$ cat src/rtl/aes_job_scheduler.sv
// Round-robin front end that shares one AES-128 core among NREQ requesters,
// one job in flight, with a RUN-cycle timeout that aborts a hung core.
module aes_job_scheduler #(
   parameter int NREQ    = 4,
   parameter int IDW     = 2,
   parameter int TIMEOUT = 32,
   parameter int CNTW    = 16
) (
   input  logic                  clk,
   input  logic                  reset,
   input  logic [NREQ-1:0]       req_valid,
   output logic [NREQ-1:0]       req_ready,
   input  logic [NREQ*128-1:0]   req_pt,
   input  logic [NREQ*128-1:0]   req_key,
   output logic                  core_start,
   output logic                  core_abort,
   output logic [127:0]          core_pt,
   output logic [127:0]          core_key,
   input  logic                  core_done,
   input  logic [127:0]          core_ct,
   output logic                  rsp_valid,
   input  logic                  rsp_ready,
   output logic [IDW-1:0]        rsp_id,
   output logic [127:0]          rsp_ct,
   output logic                  rsp_err,
   output logic                  busy,
   output logic [CNTW-1:0]       jobs_done,
   output logic [CNTW-1:0]       jobs_err
);

   localparam int CW = $clog2(TIMEOUT + 1);

   typedef enum logic [1:0] {IDLE, LOAD, RUN, RESP} state_t;

   state_t          state;
   logic [IDW-1:0]  rr_ptr;
   logic [IDW-1:0]  id_q;
   logic [CW-1:0]   cnt;
   logic [127:0]    pt_q, key_q, ct_q;
   logic            err_q;

   logic [NREQ-1:0] gnt;
   logic [IDW-1:0]  gnt_id;
   logic            gnt_any;
   logic            timeout_hit;

   // Scan from rr_ptr upward with wraparound; first valid requester wins.
   always_comb begin
      int j;
      logic [IDW-1:0] jx;
      gnt     = '0;
      gnt_id  = '0;
      gnt_any = 1'b0;
      j       = 0;
      jx      = '0;
      for (int k = 0; k < NREQ; k++) begin
         j = int'(rr_ptr) + k;
         if (j >= NREQ) j = j - NREQ;
         jx = IDW'(j);
         if (!gnt_any && req_valid[jx]) begin
            gnt_any  = 1'b1;
            gnt[jx]  = 1'b1;
            gnt_id   = jx;
         end
      end
   end

   // core_done takes priority over an expiring timeout in the same cycle.
   assign timeout_hit = (state == RUN) && !core_done && (cnt == CW'(TIMEOUT - 1));

   assign req_ready  = (state == IDLE) ? gnt : '0;
   assign core_start = (state == LOAD);
   assign core_abort = timeout_hit;
   assign rsp_valid  = (state == RESP);
   assign busy       = (state != IDLE);
   assign core_pt    = pt_q;
   assign core_key   = key_q;
   assign rsp_id     = id_q;
   assign rsp_ct     = ct_q;
   assign rsp_err    = err_q;

   always_ff @(posedge clk or posedge reset) begin
      if (reset) begin
         state     <= IDLE;
         rr_ptr    <= '0;
         id_q      <= '0;
         cnt       <= '0;
         pt_q      <= '0;
         key_q     <= '0;
         ct_q      <= '0;
         err_q     <= 1'b0;
         jobs_done <= '0;
         jobs_err  <= '0;
      end else begin
         case (state)
            IDLE: if (gnt_any) begin
               pt_q  <= req_pt[int'(gnt_id)*128 +: 128];
               key_q <= req_key[int'(gnt_id)*128 +: 128];
               id_q  <= gnt_id;
               state <= LOAD;
            end
            LOAD: begin
               cnt   <= '0;
               state <= RUN;
            end
            RUN: begin
               cnt <= cnt + 1'b1;
               if (core_done) begin
                  ct_q  <= core_ct;
                  err_q <= 1'b0;
                  state <= RESP;
               end else if (timeout_hit) begin
                  ct_q  <= '0;
                  err_q <= 1'b1;
                  state <= RESP;
               end
            end
            RESP: if (rsp_ready) begin
               rr_ptr    <= (id_q == IDW'(NREQ - 1)) ? '0 : id_q + 1'b1;
               jobs_done <= jobs_done + 1'b1;
               if (err_q) jobs_err <= jobs_err + 1'b1;
               state     <= IDLE;
            end
            default: state <= IDLE;
         endcase
      end
   end

endmodule

$ cat config.mk
export PLATFORM = sky130hd
export DESIGN_NAME = aes_job_scheduler
export DESIGN_NICKNAME = d
export VERILOG_FILES = /design/src/rtl/aes_job_scheduler.sv
export SDC_FILE = /design/constraint.sdc
export NUM_CORES = 1
export LEC_CHECK = 0
export CORE_AREA = 2 2 614 616
export DETAILED_ROUTE_END_ITERATION = 8
export DIE_AREA = 0 0 616 618
export PLACE_DENSITY_LB_ADDON = 0.05
export SLEW_MARGIN = 20
export SYNTH_ARGS = -nofsm -noshare
export SYNTH_HDL_FRONTEND = slang
export SYNTH_SLANG_ARGS = --single-unit
$ cat constraint.sdc
create_clock -name clk -period 15.8 [get_ports clk]
set_clock_uncertainty 0.15 [all_clocks]
set_input_delay 1.58 -clock clk [delete_from_list [all_inputs] [get_ports clk]]
set_output_delay 1.58 -clock clk [all_outputs]
set_load 0.01 [all_outputs]
======== Word level (Yosys, flattened, before mapping) ========
Index checks and enable logic that the tools add are counted.
operators by class
  equal/unequal tests ..................... 8
  reductions and logical operators ........ 22
  add/subtract/negate cells ............... 11
  bitwise operators ....................... 3
  mux-type cells .......................... 44
  shift-type cells ........................ 2
  magnitude comparators ................... 12
operators by type and width
  kind                     number
  $shiftx A512 B10 Y128    2
  $mux W128                2
  $add A16 B1 Y16 const B  2
  $mux W2                  13
  $mux W4                  5
  $mux W1                  14
  $lt A2 B3 Y1 const B     4
  $or A4 B4 Y4             3
  $pmux W6 S2              1
  $ge A3 B3 Y1 const B     3
  $logic_and A1 B1 Y1      9
  $bmux W1 S2              4
  $demux W1 S2             4
  $ge A2 B1 Y1 const B     4
  $pmux W2 S4              1
  $sub A2 B1 Y2 const B    4
  $add A2 B2 Y3 const B    2
  $add A6 B1 Y6 const B    1
  $eq A2 B2 Y1 const B     3
  $eq A6 B5 Y1 const B     1
  $reduce_and A2 Y1        3
  $reduce_and A3 Y1        2
  $reduce_bool A2 Y1       3
  $logic_not A1 Y1         4
  other kinds (8)          8
storage, ports and cells
  input port bits ......................... 1160
  output and inout port bits .............. 427
  bits in registers ....................... 429
  logic and storage cells ................. 112

======== Longest topological paths before layout ========
Gate-level depths: netlist of the first run.
  depth in word-level cells ............... 16
  depth in mapped cells ................... 15
  mapped depth without buffers ............ 8

======== Worst setup path before layout of the first run ========
OpenSTA, ideal clock, no wires.
  path type ............................... input port to output port
  start point ............................. in req_valid[0]
  end point ............................... out req_ready[0]
  required time ........................... 14.070 ns
  stages on the path ...................... 6
  arrival ................................. 3.240 ns
  slack ................................... 10.830 ns
  path buffers ............................ 2
  cells stage by stage .................... clkbuf_1 mux4_2 buf_2 nor4b_1 a221oi_1 nor2_1
between the ends
  longest elaborated chain between the ends .. 13
  elaborated cells on any way between the ends .. 25
  those cells by class .................... mux: 16; bitwise: 3; reduce/logical: 6
RTL lines
  item                           line  RTL
  start, declared                11    input logic [NREQ-1:0] req_valid,
  $bmux W1 S2                    60    if (!gnt_any && req_valid[jx]) begin
  $mux W1 (implied by the code)  60
  $mux W1                        60
  $logic_not A1 Y1               60
  $logic_and A1 B1 Y1            60
  $mux W1                        60
  $logic_not A1 Y1               60
  $logic_and A1 B1 Y1            60
  $mux W1                        60
  $logic_not A1 Y1               60
  $logic_and A1 B1 Y1            60
  $mux W4 *                      60
  $mux W4 *                      71    assign req_ready = (state == IDLE) ? gnt : '0;
  end, declared                  12    output logic [NREQ-1:0] req_ready,
Every way passes the cells marked *; elsewhere a longest branch is shown, timed or not. The select of a mux whose other input is x is not followed.

======== Final worst setup path of the first run ========
  start point ............................. reg rr_ptr[0]
  end point ............................... out req_ready[3]
between the ends
  longest elaborated chain between the ends .. 15
  elaborated cells on any way between the ends .. 60
  those cells by class .................... add/sub: 7; order compare: 12; mux: 28; bitwise: 3; reduce/logical: 10
RTL lines
  item                                                                    line  RTL
  start, declared                                                         36    logic [IDW-1:0] rr_ptr;
  start signal, assigned                                                  119   rr_ptr <= (id_q == IDW'(NREQ - 1)) ? '0 : id_q + 1'b1;
  parallel branches: the longest is 13 deep, another holds $add A2 B1 Y3  n/a
  $mux W4 *                                                               60
  $mux W4 *                                                               71
Every way passes the cells marked *. The select of a mux whose other input is x is not followed.

==> metrics, run 1 <==
worst hold path type register to register; routed length per instance a little under 30 um; area of the multi-input gates roughly 0.016 sq mm; initial antenna violation count between 200 and 250; H-tree Lvls 3; # nets final about 6,000; Synth area leaders dfrtp_1 (38%), nand2_1 (10%), a311o_1 (8.3%); DRT Pass-1 Iters 5; Worst-Skew Late Latency approximately 0.83 ns; startpoint types register; Distinct cells, synth between 40 and 50; HPWL after DPL ~220,000 um; Critical Path Sink Type output pin; Synth Flop Type dfrtp_1; cts hold-fix bufs 0; FF+latch count, synth approximately 430; worst slack, placed approximately 8.1 ns; CTS tree yes; first-pass GRT wire length 379,900 um; synthesized area around 0.028 sq mm; deepest clock path buffer count 4; Tcrit/Tclk final around 46%; Crit Path Max Fanout 44; final hold vios 0; Post-synth EDFFs 0; Residual DRC 0; Top-Level Pins between 1,500 and 2,000; final worst slack between 8 and 9 ns; Starting Density under 10%; Detail Route Antenna Nets 0; Via density between 3 and 4; Buffers on Ports roughly 1,600; FF+latch area ~0.011 sq mm; critical path type register to output pin; commonest non-fill, non-tap cell in the layout clkdlybuf4s50_1; Vias 35,660; layout cells sized above 1 under 10%; Arr. time, crit path around 5.6 ns; Layout Cells excl Fill 10,040; largest net degree at the start of global routing roughly 180; GR Overflow Total 0; Global Route Usage Sum between 10% and 20%; static leakage between 0.015 and 0.02 uW; Clock transition at path regs 0.06 ns; Total Wirelength slightly below 300,000 um; postcts setup bufs 0; die width approximately 620 um; pwr dens approximately 200 mW/mm^2; Period minus WS final between 7 and 8 ns; die area roughly 0.38 sq mm; ys async rst share 100.0%; final setup vio count 0; filler cell count roughly 43,000; sequential area share after synthesis ~38%; max frequency 0.1369 GHz; Sink Count between 400 and 500; leading area contributor after synthesis dfrtp_1; Iter 0 DRT Violations just over 2,000; final setup TNS 0 ns; Worst EP required between 10 and 15 ns; Clock Tree Root clkbuf_16; CTS buffer count 83; Slew HR roughly 28%; row cnt between 200 and 250; Syn Nets 4,796; Core ar. about 0.37 sq mm; maximum vdd drop around 0.16 mV; commonest cells after routing, fill and taps aside clkdlybuf4s50_1 (1,586), nand2_1 (770), dfrtp_1 (428); Mapped Cells between 3,000 and 4,000; RSZ-0062 raised after global routing no; Mapped Avg Cell Area 7.875 sq um; total power ~11,000 uW; Yosys warning total 0; post-synth top area share 37.67%; Max Cap Viol 0; GPL Wtd Cong a little under 0.8; vias in the first global route 36,120; Worst Tran Pin Value approximately 1.1 ns; CTS resizes 0; status completed; placed insts about 10,000; Max Slew Vio Count 0; Die H 618 um; Area growth syn-to-layout 83.18%
==> stage by stage <==
| step | cell area [sq um] | utilization [%] | hold slack, ns |
|---|---|---|---|
| floorplan | 28500 | - | 0.3539 |
| global placement | 49530 | 13.24 | 0.3176 |
| detailed placement | 49530 | 13.24 | 0.3184 |
| CTS | 52100 | 13.92 | 0.3301 |
| global route | 52140 | 13.94 | 0.3379 |
| finish | 52200 | 13.95 | 0.3252 |
==> synth_stat cells, types with 19 or more instances <==
| cell type | instances |
|---|---|
| a21boi_0 | 216 |
| a21boi_1 | 19 |
| a311o_1 | 235 |
| a31oi_1 | 236 |
| and3_1 | 240 |
| buf_2 | 70 |
| clkbuf_1 | 301 |
| dfrtp_1 | 429 |
| mux2i_1 | 43 |
| nand2_1 | 771 |
| nor2_1 | 260 |
| o21ai_0 | 138 |
| o21ai_1 | 234 |
| o221ai_1 | 20 |
| o22ai_1 | 237 |
| xnor2_1 | 20 |
==> worst paths after layout <==
| kind | startpoint | endpoint | slack [ns] | depth (start not counted) |
|---|---|---|---|---|
| setup / recovery | rr_ptr[0] | req_ready[3] | 8.50 | 6 |
| hold / removal | jobs_done[15] | jobs_done[15] | 0.33 | 1 |
| setup reg to reg | rr_ptr[0] | core_pt[21] | 9.36 | 9 |
| hold reg to reg | jobs_done[15] | jobs_done[15] | 0.33 | 1 |
| max in group asynchronous | reset | core_key[44] | 11.59 | 5 |
| min in group asynchronous | reset | rsp_ct[111] | 1.07 | 2 |
==> metal layers <==
| metal | wire, um | vias up | GRT usage, % |
|---|---|---|---|
| li1 | - | 16020 | - |
| met1 | 108300 | 17620 | 15.62 |
| met2 | 156900 | 1375 | 28.28 |
| met3 | 23120 | 500 | 5.158 |
| met4 | 5686 | 138 | 2.666 |
| met5 | 856 | - | 0 |
==> cell families after synthesis <==
group / synth area share (%)
AO/OA/AOI/OAI: 32.40
AND/OR/NAND/NOR: 19.95
flip-flops: 37.67
buffers and inverters: 6.300
multiplexers: 1.984
XOR/XNOR: 0.9527
adder cells (fa/ha/maj): 0.7464
==> worst max-delay path, cell delays in order (launching register included) <==
cell and delay (ns):
dfrtp_4 0.88, buf_4 0.64, mux4_2 0.77, nor4b_1 0.82, a221oi_1 0.39, nor2_1 0.47, clkdlybuf4s50_1 0.74
==> registers in the layout, indices dropped and copies added (netlist names), 2 cells and up <==
name       flops
rsp_ct       128
core_key     128
state          2
rr_ptr         2
jobs_done     16
cnt            6
jobs_err      16
core_pt      128
rsp_id         2
==> where the power goes <==
part           internal (uW)  total (uW)  switching (uW)
sequential              1620        2000             374
clock                   1060        1840             783
combinational           2510        6670            4160
total                   5190       10500            5320
==> layout make-up <==
cell class,count,area share [%]
diodes,43,0.2061
clock buffers,122,4.662
clock inverters,16,0.2469
inverters,15,0.1246
multi-input cells,2772,30.73
flip-flops and latches,429,20.57
well taps,4994,11.97
repair buffers,1648,31.49
Power figures use the tool's default switching activity.
==> run 2: changes to the inputs <==
- CORE_AREA: 2 2 614 616 -> 2 2 610 612
- DIE_AREA: 0 0 616 618 -> 0 0 612 614
- clock period: 15.8 -> 5.9 ns (I/O delays scaled with it)
==> metrics, run 2 (same netlist as run 1, synthesis figures left out) <==
sequential cell fraction of total power 18.8%; combinational group share of total power between 60% and 70%; WHS ~0.17 ns; status completed; row cnt roughly 220; maximum vdd drop approximately 0.44 mV; # nets final 6,164; Layout Cells excl Fill around 10,000; Top-Level Pins approximately 1,600; critical path type register to output pin; pwr dens approximately 540 mW/mm^2; Worst path most repeated cell nor2_1; layout cells sized above 1 4.626%; Internal Pwr Total ~14,000 uW; Critical Path Sink Type output pin; Max Cap Viol 0; Detail Route Antenna Nets 0; family with the most delay on the worst path simple AND/OR/NAND/NOR gates; RSZ-0062 raised after global routing no; Worst-Skew Late Latency 0.80 ns; Vias 35,710; HPWL after DPL approximately 230,000 um; final hold vios 0; Via density between 3 and 4; Worst Path Buf+Inv 2; Tcrit/Tclk final 93.41%; CTS tree yes; static leakage ~0.019 uW; final setup vio count 0; crit-path cells inv_1, ha_1, mux4_2, nor2b_1, a22oi_1, nor2_1, a221oi_1, nor2_1, clkdlybuf4s50_1; Sink Count between 400 and 500; initial antenna violation count 248; Arr. time, crit path between 4 and 5 ns; Global Route Usage Sum approximately 15%; largest net degree at the start of global routing 161; startpoint types register; H-tree Lvls 3; Net Sw Frac 49.90%; Clock Tree Root clkbuf_16; Critical Path Max Stage Delay about 0.7 ns; Core ar. 0.3702 sq mm; GPL Wtd Cong roughly 0.8; commonest non-fill, non-tap cell in the layout clkdlybuf4s50_1; first-pass GRT wire length 377,500 um; GR Overflow Total 0; Psw 14,280 uW; CTS buffer count 85; placed insts 9,872; Die H roughly 610 um; cts hold-fix bufs 0; routed length per instance about 29 um; Iter 0 DRT Violations 1,906; DRT Pass-1 Iters 5; commonest cells after routing, fill and taps aside clkdlybuf4s50_1 (1,586), nand2_1 (769), dfrtp_1 (428); die area ~0.38 sq mm; Worst Tran Pin Value ~1.2 ns; Worst EP required 5.16 ns; postcts setup bufs 0; Clock transition at path regs approximately 0.05 ns; worst hold path type primary input to asynchronous set/reset pin; Slowest-stage cell, CP dfrtp_4; total power 28,620 uW; deepest clock path buffer count 4; Crit Path Max Fanout 27; Buffers on Ports 1,586; Starting Density under 10%; max frequency 0.1815 GHz; Max Slew Vio Count 0; Clk pwr share 17.5%; Slew HR between 20% and 30%; die width between 600 and 700 um; Total Wirelength just under 300,000 um; Area growth syn-to-layout 85.42%; Residual DRC 0; vias in the first global route 36,490; Period minus WS final 5.511 ns
-- run 2: cell types whose count changed in the layout (fill, tap and decap cells not counted), sizes merged --
| cell | change |
|---|---|
| clkbuf | +7 |
| buf | +36 |
| diode | +31 |
| bufinv | +2 |
| clkinv | -8 |
| inv | -2 |
-- run 2: power groups by stage --
stage / Clock (uW) / Sequential, uW / Combinational (uW)
2_1_floorplan: 0 / 5690 / 8580
3_3_place_gp: 0 / 5490 / 19000
3_5_place_dp: 0 / 5500 / 18900
4_1_cts: 5330 / 5480 / 19000
5_1_grt: 5360 / 5600 / 19900
6_report: 5010 / 5390 / 18200
-- run 2: through the flow --
step           utilization [%]  setup slack (ns)  cell area (sq um)  setup TNS, ns
5_1_grt                  14.24          0.007842              52740              0
6_report                 14.27            0.3889              52840              0
2_1_floorplan                -           -0.6314              28500        -270.87
3_5_place_dp             13.52            0.8220              50060              0
3_3_place_gp             13.52            0.8401              50040              0
4_1_cts                  14.22            0.1023              52660              0
-- run 2: final cells by class --
cell class / instances / area (sq um)
fill: 42000 / 317400
inverter: 15 / 61.31
clock buffer: 129 / 2484
tap: 4972 / 6221
sequential: 429 / 10740
antenna: 74 / 185.2
multi-input combinational: 2772 / 16040
timing repair buffer: 1684 / 17000
clock inverter: 8 / 107.6
-- run 2: timing repair --
item	CTS	global route
gates resized for setup	1	0
endpoints found under the setup margin	1	0
hold endpoints to repair	0	0
-- run 2: per-layer routing --
layer | GRT usage (%) | wire length [um] | up-vias
met1 | 15.74 | 108200 | 17530
met2 | 27.32 | 152700 | 1404
met4 | 5.119 | 8945 | 132
met3 | 5.359 | 23720 | 489
li1 | - | - | 16150
met5 | 0 | 852 | -
-- run 2: path summary, 6_finish.rpt --
kind	depth (start not counted)	end	start	slack, ns
setup / recovery	9	req_ready[1]	rr_ptr[0]	0.39
hold / removal	2	rsp_ct[85]	reset	0.17
setup reg to reg	10	core_pt[7]	rr_ptr[0]	1.07
hold reg to reg	1	jobs_err[15]	jobs_err[15]	0.32
max in group asynchronous	4	core_pt[76]	reset	3.87
min in group clk	3	rsp_ct[114]	core_ct[114]	0.19
==> run 3: changes to the inputs <==
- clock period: 5.9 -> 6.9 ns (I/O delays scaled with it)
==> metrics, run 3 (same netlist as run 1, synthesis figures left out) <==
Worst EP required 6.06 ns; CTS tree yes; Total Wirelength 291,500 um; Starting Density 7.697%; HPWL after DPL between 200,000 and 250,000 um; max frequency about 0.18 GHz; H-tree Lvls 3; Critical Path Start rr_ptr[0]; status completed; Die H 614 um; largest net degree at the start of global routing approximately 140; Final Cell Area roughly 0.053 sq mm; CTS buffer count 84; vias in the first global route approximately 36,000; row cnt approximately 220; Worst R2R Start rr_ptr[0]; Iter 0 DRT Violations a little under 2,000; final setup TNS 0 ns; GPL Wtd Cong 0.7843; deepest clock path buffer count 4; Arr. time, crit path 4.82 ns; Residual DRC 0; Clock Tree Root clkbuf_16; routed length per instance slightly below 30 um; Vias ~36,000; Slew HR 29.36%; critical path type register to output pin; postcts setup bufs 0; first-pass GRT wire length about 370,000 um; Detail Route Antenna Nets 0; Critical Path Sink Type output pin; FF+latch area around 0.011 sq mm; # nets final between 6,000 and 7,000; Sink Count approximately 430; initial antenna violation count 251; commonest non-fill, non-tap cell in the layout clkdlybuf4s50_1; die width a little over 600 um; maximum vdd drop 0.2316 mV; layout cells sized above 1 roughly 4.7%; GR Overflow Total 0; worst hold path type primary input to asynchronous set/reset pin; Buffers on Ports around 1,600; CTS resizes 0; Max Cap Viol 0; final setup vio count 0; static leakage between 0.015 and 0.02 uW; commonest cells after routing, fill and taps aside clkdlybuf4s50_1 (1,586), nand2_1 (770), dfrtp_1 (428); DRT Pass-1 Iters 5; Core ar. roughly 0.37 sq mm; Worst-Skew Late Latency roughly 0.79 ns; Period minus WS final 5.660 ns; Crit Path Max Fanout 30; filler cell count approximately 42,000; Area growth syn-to-layout 84.98%; Max Slew Vio Count 0; Worst Tran Pin Value around 1.1 ns; area of the multi-input gates between 0.015 and 0.02 sq mm; final hold vios 0; Top-Level Pins 1,587; RSZ-0062 raised after global routing no; cts hold-fix bufs 0; Via density 3.555; startpoint types register; Global Route Usage Sum about 15%; placed cell area 0.04996 sq mm; die area between 0.3 and 0.4 sq mm; Clock transition at path regs roughly 0.06 ns; pwr dens between 400 and 500 mW/mm^2; Tcrit/Tclk final 82.03%
[run 3: changes by cell type in the layout (fill, tap and decap cells not counted), moves of 2 or more]
cell        delta
buf_12         -5
buf_4          +3
clkbuf_8       +4
clkinv_2       +3
clkinvlp_4     +3
diode_2       -17
bufinv_16      -2
[run 3: layout make-up]
class,instances,area share [%]
flip-flops and latches,429,20.37
multi-input cells,2772,30.40
well taps,4972,11.80
clock buffers,132,4.768
inverters,15,0.1163
repair buffers,1681,32.08
diodes,57,0.2706
clock inverters,13,0.1851
[run 3: through the flow]
step / util, % / hold WS (ns) / cells / setup WS, ns / power [uW]
2_1_floorplan: - / 0.3539 / 3619 / 0.2686 / 12200
5_1_grt: 14.21 / 0.1069 / 10030 / 0.8168 / 26460
3_3_place_gp: 13.49 / 0.3150 / 9869 / 1.848 / 20960
3_5_place_dp: 13.49 / 0.3083 / 9869 / 1.796 / 20920
4_1_cts: 14.20 / 0.04688 / 10010 / 0.9208 / 25500
6_report: 14.24 / 0.1296 / 10070 / 1.240 / 24450
[run 3: metal layers]
layer	share of wire, %	GRT usage (%)	up-vias
met5	0.33	0	-
met4	2.5	3.024	152
met2	52	27.72	1397
li1	-	-	16140
met3	8.6	5.591	536
met1	36	15.55	17580
[run 3: path summary, 6_finish.rpt]
kind | to | slack [ns] | cells past startpoint
max | req_ready[1] | 1.24 | 7
min | rsp_ct[105] | 0.13 | 2
max reg2reg | core_pt[124] | 2.10 | 11
min reg2reg | jobs_done[15] | 0.32 | 1
max in group asynchronous | core_pt[61] | 4.87 | 4
min in group clk | rsp_ct[68] | 0.28 | 3
[run 3: critical path: stages, from the launching register on]
cell and delay, ns:
dfrtp_4 0.82, inv_1 0.23, ha_1 0.48, mux4_2 0.44, nor4b_1 0.65, a221oi_1 0.28
nor2_1 0.37, clkdlybuf4s50_1 0.76
[run 3: power by group]
part	leakage [uW]	internal (uW)	switching, uW
registers	0.00509	3720	826
clock network	0.00127	2480	1780
logic	0.0127	6000	9660
